## config.mk

```make
export PLATFORM = sky130hd
export DESIGN_NAME = spmv_hbm_rd_engine
export DESIGN_NICKNAME = d
export VERILOG_FILES = /design/src/rtl/spmv_hbm_rd_engine.sv
export SDC_FILE = /design/constraint.sdc
export NUM_CORES = 2
export LEC_CHECK = 0
export ABC_AREA = 1
export BUFFER_PORTS_ARGS = -buffer_cell sky130_fd_sc_hd__buf_2
export CELL_PAD_IN_SITES_DETAIL_PLACEMENT = 0
export CELL_PAD_IN_SITES_GLOBAL_PLACEMENT = 2
export CORE_MARGIN = 5
export CORE_UTILIZATION = 33
export CTS_CLUSTER_DIAMETER = 40
export DETAILED_ROUTE_END_ITERATION = 12
export PLACE_DENSITY = 0.86
export SLEW_MARGIN = 20
export SYNTH_ARGS = -nofsm -noshare
export SYNTH_HDL_FRONTEND = slang
export SYNTH_SLANG_ARGS = --single-unit
```

## constraint.sdc

```tcl
create_clock -name axis_clk -period 35.2 [get_ports axis_clk]
set_clock_uncertainty 0.1 [all_clocks]
set_input_delay 7.04 -clock axis_clk [delete_from_list [all_inputs] [get_ports axis_clk]]
set_output_delay 7.04 -clock axis_clk [all_outputs]
set_load 0.01 [all_outputs]
```

## src/rtl/spmv_hbm_rd_engine.sv

```systemverilog
// HBM read DMA: splits (base, beat-count) commands into 4 KB-safe AXI4 INCR read bursts with
// bounded outstanding bursts, and returns the read data in order as an AXI-Stream.
module spmv_hbm_rd_engine #(
  parameter int ADDR_W          = 48,
  parameter int DATA_W          = 256,
  parameter int MAX_BURST_LEN   = 16,
  parameter int MAX_OUTSTANDING = 4
) (
  input  logic              axis_clk,
  input  logic              rst,
  input  logic              cmd_valid,
  output logic              cmd_ready,
  input  logic [ADDR_W-1:0] cmd_addr,
  input  logic [31:0]       cmd_beats,
  output logic [ADDR_W-1:0] m_axi_araddr,
  output logic [7:0]        m_axi_arlen,
  output logic [2:0]        m_axi_arsize,
  output logic [1:0]        m_axi_arburst,
  output logic              m_axi_arvalid,
  input  logic              m_axi_arready,
  input  logic [DATA_W-1:0] m_axi_rdata,
  input  logic [1:0]        m_axi_rresp,
  input  logic              m_axi_rlast,
  input  logic              m_axi_rvalid,
  output logic              m_axi_rready,
  output logic [DATA_W-1:0] m_axis_tdata,
  output logic              m_axis_tlast,
  output logic              m_axis_tvalid,
  input  logic              m_axis_tready,
  output logic              busy,
  output logic              done,
  output logic              err
);

  localparam int CW = $clog2(MAX_OUTSTANDING + 1);

  typedef enum logic [1:0] {IDLE = 2'd0, ISSUE = 2'd1, DRAIN = 2'd2} state_t;

  state_t              state_q, state_d;
  logic                cmd_ready_q, cmd_ready_d;
  logic                arvalid_q, arvalid_d;
  logic [ADDR_W-1:0]   araddr_q, araddr_d;
  logic [7:0]          arlen_q, arlen_d;
  logic [ADDR_W-1:0]   addr_q, addr_d;
  logic [31:0]         rem_q, rem_d;
  logic [31:0]         beats_q, beats_d;
  logic [CW-1:0]       cnt_q, cnt_d;
  logic                rready_q, rready_d;
  logic                tvalid_q, tvalid_d;
  logic [DATA_W-1:0]   tdata_q, tdata_d;
  logic                tlast_q, tlast_d;
  logic                skid_v_q, skid_v_d;
  logic [DATA_W-1:0]   skid_q, skid_d;
  logic [31:0]         ld_cnt_q, ld_cnt_d;
  logic                busy_q, busy_d;
  logic                done_q, done_d;
  logic                err_q, err_d;

  logic                accept_s, ar_hs_s, r_hs_s, t_hs_s, last_hs_s;
  logic [8:0]          len_cmd_s, len_nxt_s;
  logic [ADDR_W-1:0]   cmd_base_s;
  logic                unused_s;

  // Beats in the next burst: bounded by what is left, the burst cap and the 4 KB page end.
  function automatic logic [8:0] burst_len(input logic [6:0] off, input logic [31:0] rem);
    logic [31:0] bnd;
    logic [31:0] l;
    bnd = 32'd128 - {25'd0, off};
    l   = (rem > 32'(MAX_BURST_LEN)) ? 32'(MAX_BURST_LEN) : rem;
    l   = (l > bnd) ? bnd : l;
    return 9'(l);
  endfunction

  assign cmd_base_s = {cmd_addr[ADDR_W-1:5], 5'b0_0000};
  assign unused_s   = ^cmd_addr[4:0];
  assign accept_s   = cmd_valid & cmd_ready_q;
  assign ar_hs_s    = arvalid_q & m_axi_arready;
  assign r_hs_s     = m_axi_rvalid & rready_q;
  assign t_hs_s     = tvalid_q & m_axis_tready;
  assign last_hs_s  = t_hs_s & tlast_q;
  assign len_cmd_s  = burst_len(cmd_addr[11:5], cmd_beats);
  assign len_nxt_s  = burst_len(addr_q[11:5], rem_q);

  // State register.
  always_ff @(posedge axis_clk or posedge rst) begin
    if (rst) begin
      state_q <= IDLE;
    end else begin
      state_q <= state_d;
    end
  end

  // Next-state logic.
  always_comb begin
    state_d = state_q;
    case (state_q)
      IDLE:    state_d = (accept_s && cmd_beats != 32'd0) ? ISSUE : IDLE;
      ISSUE:   state_d = (ar_hs_s && rem_q == 32'd0) ? DRAIN : ISSUE;
      DRAIN:   state_d = last_hs_s ? IDLE : DRAIN;
      default: state_d = IDLE;
    endcase
  end

  // Output and datapath next values.
  always_comb begin
    cmd_ready_d = (state_d == IDLE);
    arvalid_d   = arvalid_q & ~m_axi_arready;
    araddr_d    = araddr_q;
    arlen_d     = arlen_q;
    addr_d      = addr_q;
    rem_d       = rem_q;
    beats_d     = beats_q;
    ld_cnt_d    = ld_cnt_q;
    tvalid_d    = tvalid_q;
    tdata_d     = tdata_q;
    tlast_d     = tlast_q;
    skid_v_d    = skid_v_q;
    skid_d      = skid_q;

    case ({ar_hs_s, r_hs_s & m_axi_rlast})
      2'b10:   cnt_d = cnt_q + CW'(1);
      2'b01:   cnt_d = cnt_q - CW'(1);
      default: cnt_d = cnt_q;
    endcase

    // rem/addr always describe what is left after the burst currently on AR.
    if (accept_s && cmd_beats != 32'd0) begin
      arvalid_d = 1'b1;
      araddr_d  = cmd_base_s;
      arlen_d   = 8'(len_cmd_s - 9'd1);
      addr_d    = cmd_base_s + {{(ADDR_W-14){1'b0}}, len_cmd_s, 5'b0_0000};
      rem_d     = cmd_beats - {23'd0, len_cmd_s};
    end else if (state_q == ISSUE && (!arvalid_q || m_axi_arready) && rem_q != 32'd0 &&
                 cnt_d < CW'(MAX_OUTSTANDING)) begin
      arvalid_d = 1'b1;
      araddr_d  = addr_q;
      arlen_d   = 8'(len_nxt_s - 9'd1);
      addr_d    = addr_q + {{(ADDR_W-14){1'b0}}, len_nxt_s, 5'b0_0000};
      rem_d     = rem_q - {23'd0, len_nxt_s};
    end else begin
      rem_d = rem_q;
    end

    if (accept_s) begin
      beats_d  = cmd_beats;
      ld_cnt_d = 32'd0;
    end else begin
      beats_d = beats_q;
    end

    // Output register is the head of a 2-entry buffer; the skid entry only fills while stalled.
    if (!tvalid_q || t_hs_s) begin
      if (skid_v_q) begin
        tvalid_d = 1'b1;
        tdata_d  = skid_q;
        tlast_d  = (ld_cnt_q == beats_q - 32'd1);
        ld_cnt_d = ld_cnt_q + 32'd1;
        skid_v_d = r_hs_s;
        skid_d   = m_axi_rdata;
      end else if (r_hs_s) begin
        tvalid_d = 1'b1;
        tdata_d  = m_axi_rdata;
        tlast_d  = (ld_cnt_q == beats_q - 32'd1);
        ld_cnt_d = ld_cnt_q + 32'd1;
      end else begin
        tvalid_d = 1'b0;
        tlast_d  = 1'b0;
      end
    end else if (r_hs_s) begin
      skid_v_d = 1'b1;
      skid_d   = m_axi_rdata;
    end else begin
      skid_v_d = skid_v_q;
    end
    rready_d = ~(tvalid_d & skid_v_d);

    if (accept_s) begin
      busy_d = (cmd_beats != 32'd0);
    end else if (last_hs_s) begin
      busy_d = 1'b0;
    end else begin
      busy_d = busy_q;
    end
    done_d = last_hs_s | (accept_s & (cmd_beats == 32'd0));

    if (accept_s) begin
      err_d = 1'b0;
    end else if (r_hs_s && m_axi_rresp != 2'b00) begin
      err_d = 1'b1;
    end else begin
      err_d = err_q;
    end
  end

  // Datapath and output registers.
  always_ff @(posedge axis_clk or posedge rst) begin
    if (rst) begin
      cmd_ready_q <= 1'b0;
      arvalid_q   <= 1'b0;
      araddr_q    <= '0;
      arlen_q     <= 8'd0;
      addr_q      <= '0;
      rem_q       <= 32'd0;
      beats_q     <= 32'd0;
      cnt_q       <= '0;
      rready_q    <= 1'b0;
      tvalid_q    <= 1'b0;
      tdata_q     <= '0;
      tlast_q     <= 1'b0;
      skid_v_q    <= 1'b0;
      skid_q      <= '0;
      ld_cnt_q    <= 32'd0;
      busy_q      <= 1'b0;
      done_q      <= 1'b0;
      err_q       <= 1'b0;
    end else begin
      cmd_ready_q <= cmd_ready_d;
      arvalid_q   <= arvalid_d;
      araddr_q    <= araddr_d;
      arlen_q     <= arlen_d;
      addr_q      <= addr_d;
      rem_q       <= rem_d;
      beats_q     <= beats_d;
      cnt_q       <= cnt_d;
      rready_q    <= rready_d;
      tvalid_q    <= tvalid_d;
      tdata_q     <= tdata_d;
      tlast_q     <= tlast_d;
      skid_v_q    <= skid_v_d;
      skid_q      <= skid_d;
      ld_cnt_q    <= ld_cnt_d;
      busy_q      <= busy_d;
      done_q      <= done_d;
      err_q       <= err_d;
    end
  end

  assign cmd_ready     = cmd_ready_q;
  assign m_axi_araddr  = araddr_q;
  assign m_axi_arlen   = arlen_q;
  assign m_axi_arsize  = 3'b101;
  assign m_axi_arburst = 2'b01;
  assign m_axi_arvalid = arvalid_q;
  assign m_axi_rready  = rready_q;
  assign m_axis_tdata  = tdata_q;
  assign m_axis_tlast  = tlast_q;
  assign m_axis_tvalid = tvalid_q;
  assign busy          = busy_q;
  assign done          = done_q;
  assign err           = err_q;

endmodule
```

==> reports/qor.yml <==
status: "complete, no violations"
clk_latency_ps: 770
drtPass1Iterations: 6
postCtsHoldBufs: 0
yosysWarnings: 0
fin_setup_tns_ps: 0
start_util_pct: 33.2
setup_ws_ps: 23540
critPathMaxStageDelay_ps: 450
port_buffers: 659
maxSlewHeadroom_pct: 27.1
synth_edf_count: 0
clkSlewWorstSetupHoldPaths_ps: 50
ant_nets: 0
cap_violations: 0
arrival_ps: 12220
die_x_um: 349
wl_per_cell_um: 20.3
finalSetupViolCount: 0
synth.top_cell.area_share_pct: 47.5
cts_buffers: 132
leakagePower_nw: 21.8
grt_max_degree: 229
first_global_vias: 32700
cts-root-buf: "clkbuf_16"
post_cts_buffers: 0
max_freq_ghz: 0.0858
drt_iter0_markers: 2712
htree_num_levels: 4
tightest_slew_ps: 1090
die_area_mm2: 0.121
die_h_um: 349
areaGrowthSynthToFinish_pct: 24.8
ir_drop_uv: 61.5
synth_area_mm2: 0.0378
ctsResizeCount: 0
rsz0062_at_grt: "no"
cp_num_cells: 26
slowest_stage: "o21ai_0"
synth_seq_area_share_pct: 47.5
num_rows: 124
fin_crit_sh_pct: 33.1
synthTopCellsByArea: "dfrtp_1 (47%), nand2_1 (11%), mux2_2 (7.7%)"
finalHoldViolCount: 0
hp-class: "reg2reg"
synthDistinctLibCells: 56
place.gp.congestion: 0.888
min_period_ps: 11660
async_reset_ff_share_pct: 100
layout-drive-gt1-share_pct: 23.6
vias_per_cell: 5.03
vias: 34200
drc: 0
synth.avg_cell_area_um2: 8.33
yosys_most_used_dff: "dfrtp_1"
pwr_density_cell_mw_per_mm2: 88.8
place_ws_ps: 22810
num_io_pins: 670
grt_pass1_wl_mm: 209
grt.total_usage_pct: 22.1
startpoint_type: "input port"
postSynthCellCount: 4538
cp_num_buf_inv: 2
cts_buffer_depth: 3
globalRouteOverflowTotal: 0
dp_hpwl_mm: 101
drv_slew: 0
ys_ff_latch: 717
nets: 5571
path_class: "in2reg"
finalWirelength_mm: 138
cts.sinks: 717
holdPathStages: 1
synth_top_cell_by_area: "dfrtp_1"
crit_family: "simple AND/OR/NAND/NOR gates"
core_area_mm2: 0.114
cp-end-kind: "flop"
cts_tree: "built"
r2r_cells: 6
antenna_found_initial: 52
cp_max_fo: 11
worstPathRequired_ps: 35760
crit_top_cell: "nand2_1"
## cells in the mapped netlist, types with 4 or more instances
| cell type | number |
|---|---|
| xor2_1 | 62 |
| a31oi_1 | 272 |
| buf_2 | 78 |
| ha_1 | 58 |
| nor2_2 | 14 |
| buf_6 | 6 |
| a22oi_1 | 6 |
| o21ai_0 | 167 |
| o21ai_1 | 16 |
| buf_1 | 4 |
| fa_1 | 5 |
| nand3b_1 | 14 |
| nor4_1 | 19 |
| a21o_1 | 7 |
| o21bai_1 | 7 |
| o211ai_1 | 19 |
| nor3_1 | 57 |
| nand4_1 | 64 |
| o221ai_1 | 9 |
| nor2_4 | 5 |
| nand3_1 | 245 |
| nor2_1 | 586 |
| nand2_2 | 5 |
| clkbuf_1 | 115 |
| nor3_2 | 6 |
| buf_4 | 13 |
| o31ai_1 | 12 |
| nand2_1 | 1149 |
| or2_2 | 19 |
| o22ai_1 | 21 |
| xnor2_1 | 24 |
| inv_1 | 329 |
| a21oi_1 | 100 |
| a221oi_1 | 15 |
| dfrtp_1 | 717 |
| or2_0 | 4 |
| mux2_2 | 257 |
| a211oi_1 | 4 |
## layout make-up
type / instances / area, µm²
Antenna cell: 28 / 70.1
Timing Repair Buffer: 694 / 3600
Clock inverter: 73 / 1090
Tap cell: 1512 / 1890
Sequential cell: 717 / 17900
Fill cell: 11600 / 66800
Multi-Input combinational cell: 3284 / 17700
Inverter: 334 / 1280
Clock buffer: 170 / 3650
## sequential cells by signal, indices dropped and copies added, names as in the netlist, 2 cells and up
name and count:
m_axis_tdata 256, addr_q 43, m_axi_arlen 8, skid_q 256, m_axi_araddr 44, rem_q 32, ld_cnt_q 32, cnt_q 3
state_q 2, beats_q 32
## cell families (layout without fill, tap and decap cells)
| group | count (synthesis) | count (layout) | share of synthesized area [%] |
|---|---|---|---|
| AO/OA/AOI/OAI | 667 | 667 | 10.6 |
| XOR/XNOR | 87 | 87 | 2.05 |
| adder cells (fa/ha/maj) | 63 | 63 | 2.18 |
| buffers and inverters | 550 | 1271 | 5.97 |
| flip-flops | 717 | 717 | 47.5 |
| multiplexers | 258 | 258 | 7.68 |
| other | 2 | 43 | 0.0199 |
| AND/OR/NAND/NOR | 2194 | 2194 | 24.0 |
## stage by stage
step	power (mW)	hold slack (ps)	instances	instance area, µm²	utilization (%)
global placement	2.83	363	6541	42400	37.2
global route	4.47	379	6797	47200	41.4
finish	4.19	370	6812	47200	41.4
CTS	4.24	372	6784	47100	41.3
detailed placement	2.86	361	6541	42400	37.2
floorplan	2.31	344	4551	37900	-
## report_power, final
group	total (mW)	internal [mW]	leakage (nW)	switching [mW]
sequential	1.38	1.17	8.38	0.208
combinational	1.46	0.553	11.2	0.907
clock	1.35	0.881	2.27	0.469
total	4.19	2.61	21.8	1.58
## layer usage
| layer | up-vias | wire length [µm] | track usage (%) |
|---|---|---|---|
| li1 | 16500 | - | - |
| met1 | 16400 | 59700 | 28.9 |
| met2 | 1020 | 64400 | 35.7 |
| met3 | 244 | 9820 | 5.84 |
| met4 | 28 | 4090 | 7.52 |
| met5 | - | 203 | 0 |
## layout by cell type, fill, tap and decap left out, types with 20 or more instances in the layout
master	count
ha_1	58
nand4_1	64
buf_2	659
nor2_1	586
diode_2	28
a21oi_1	100
o22ai_1	21
clkbuf_16	134
o21ai_0	167
nor3_1	57
nand3_1	245
dfrtp_1	716
mux2_2	257
xor2_1	62
a31oi_1	272
clkbuf_1	20
nand2_1	1148
xnor2_1	24
inv_1	327
buf_4	32
## path summary, 6_finish.rpt
path | startpoint | to | slack [ps]
max in group asynchronous | rst | skid_q[7] | 26400
worst min register to register | cnt_q[2] | cnt_q[2] | 370
worst min-delay path | cnt_q[2] | cnt_q[2] | 370
min in group asynchronous | rst | skid_q[242] | 6310
worst max-delay path | cmd_beats[29] | addr_q[44] | 23540
worst max register to register | skid_v_q | skid_q[100] | 29450
No activity file was read; power rests on OpenSTA's default activity.
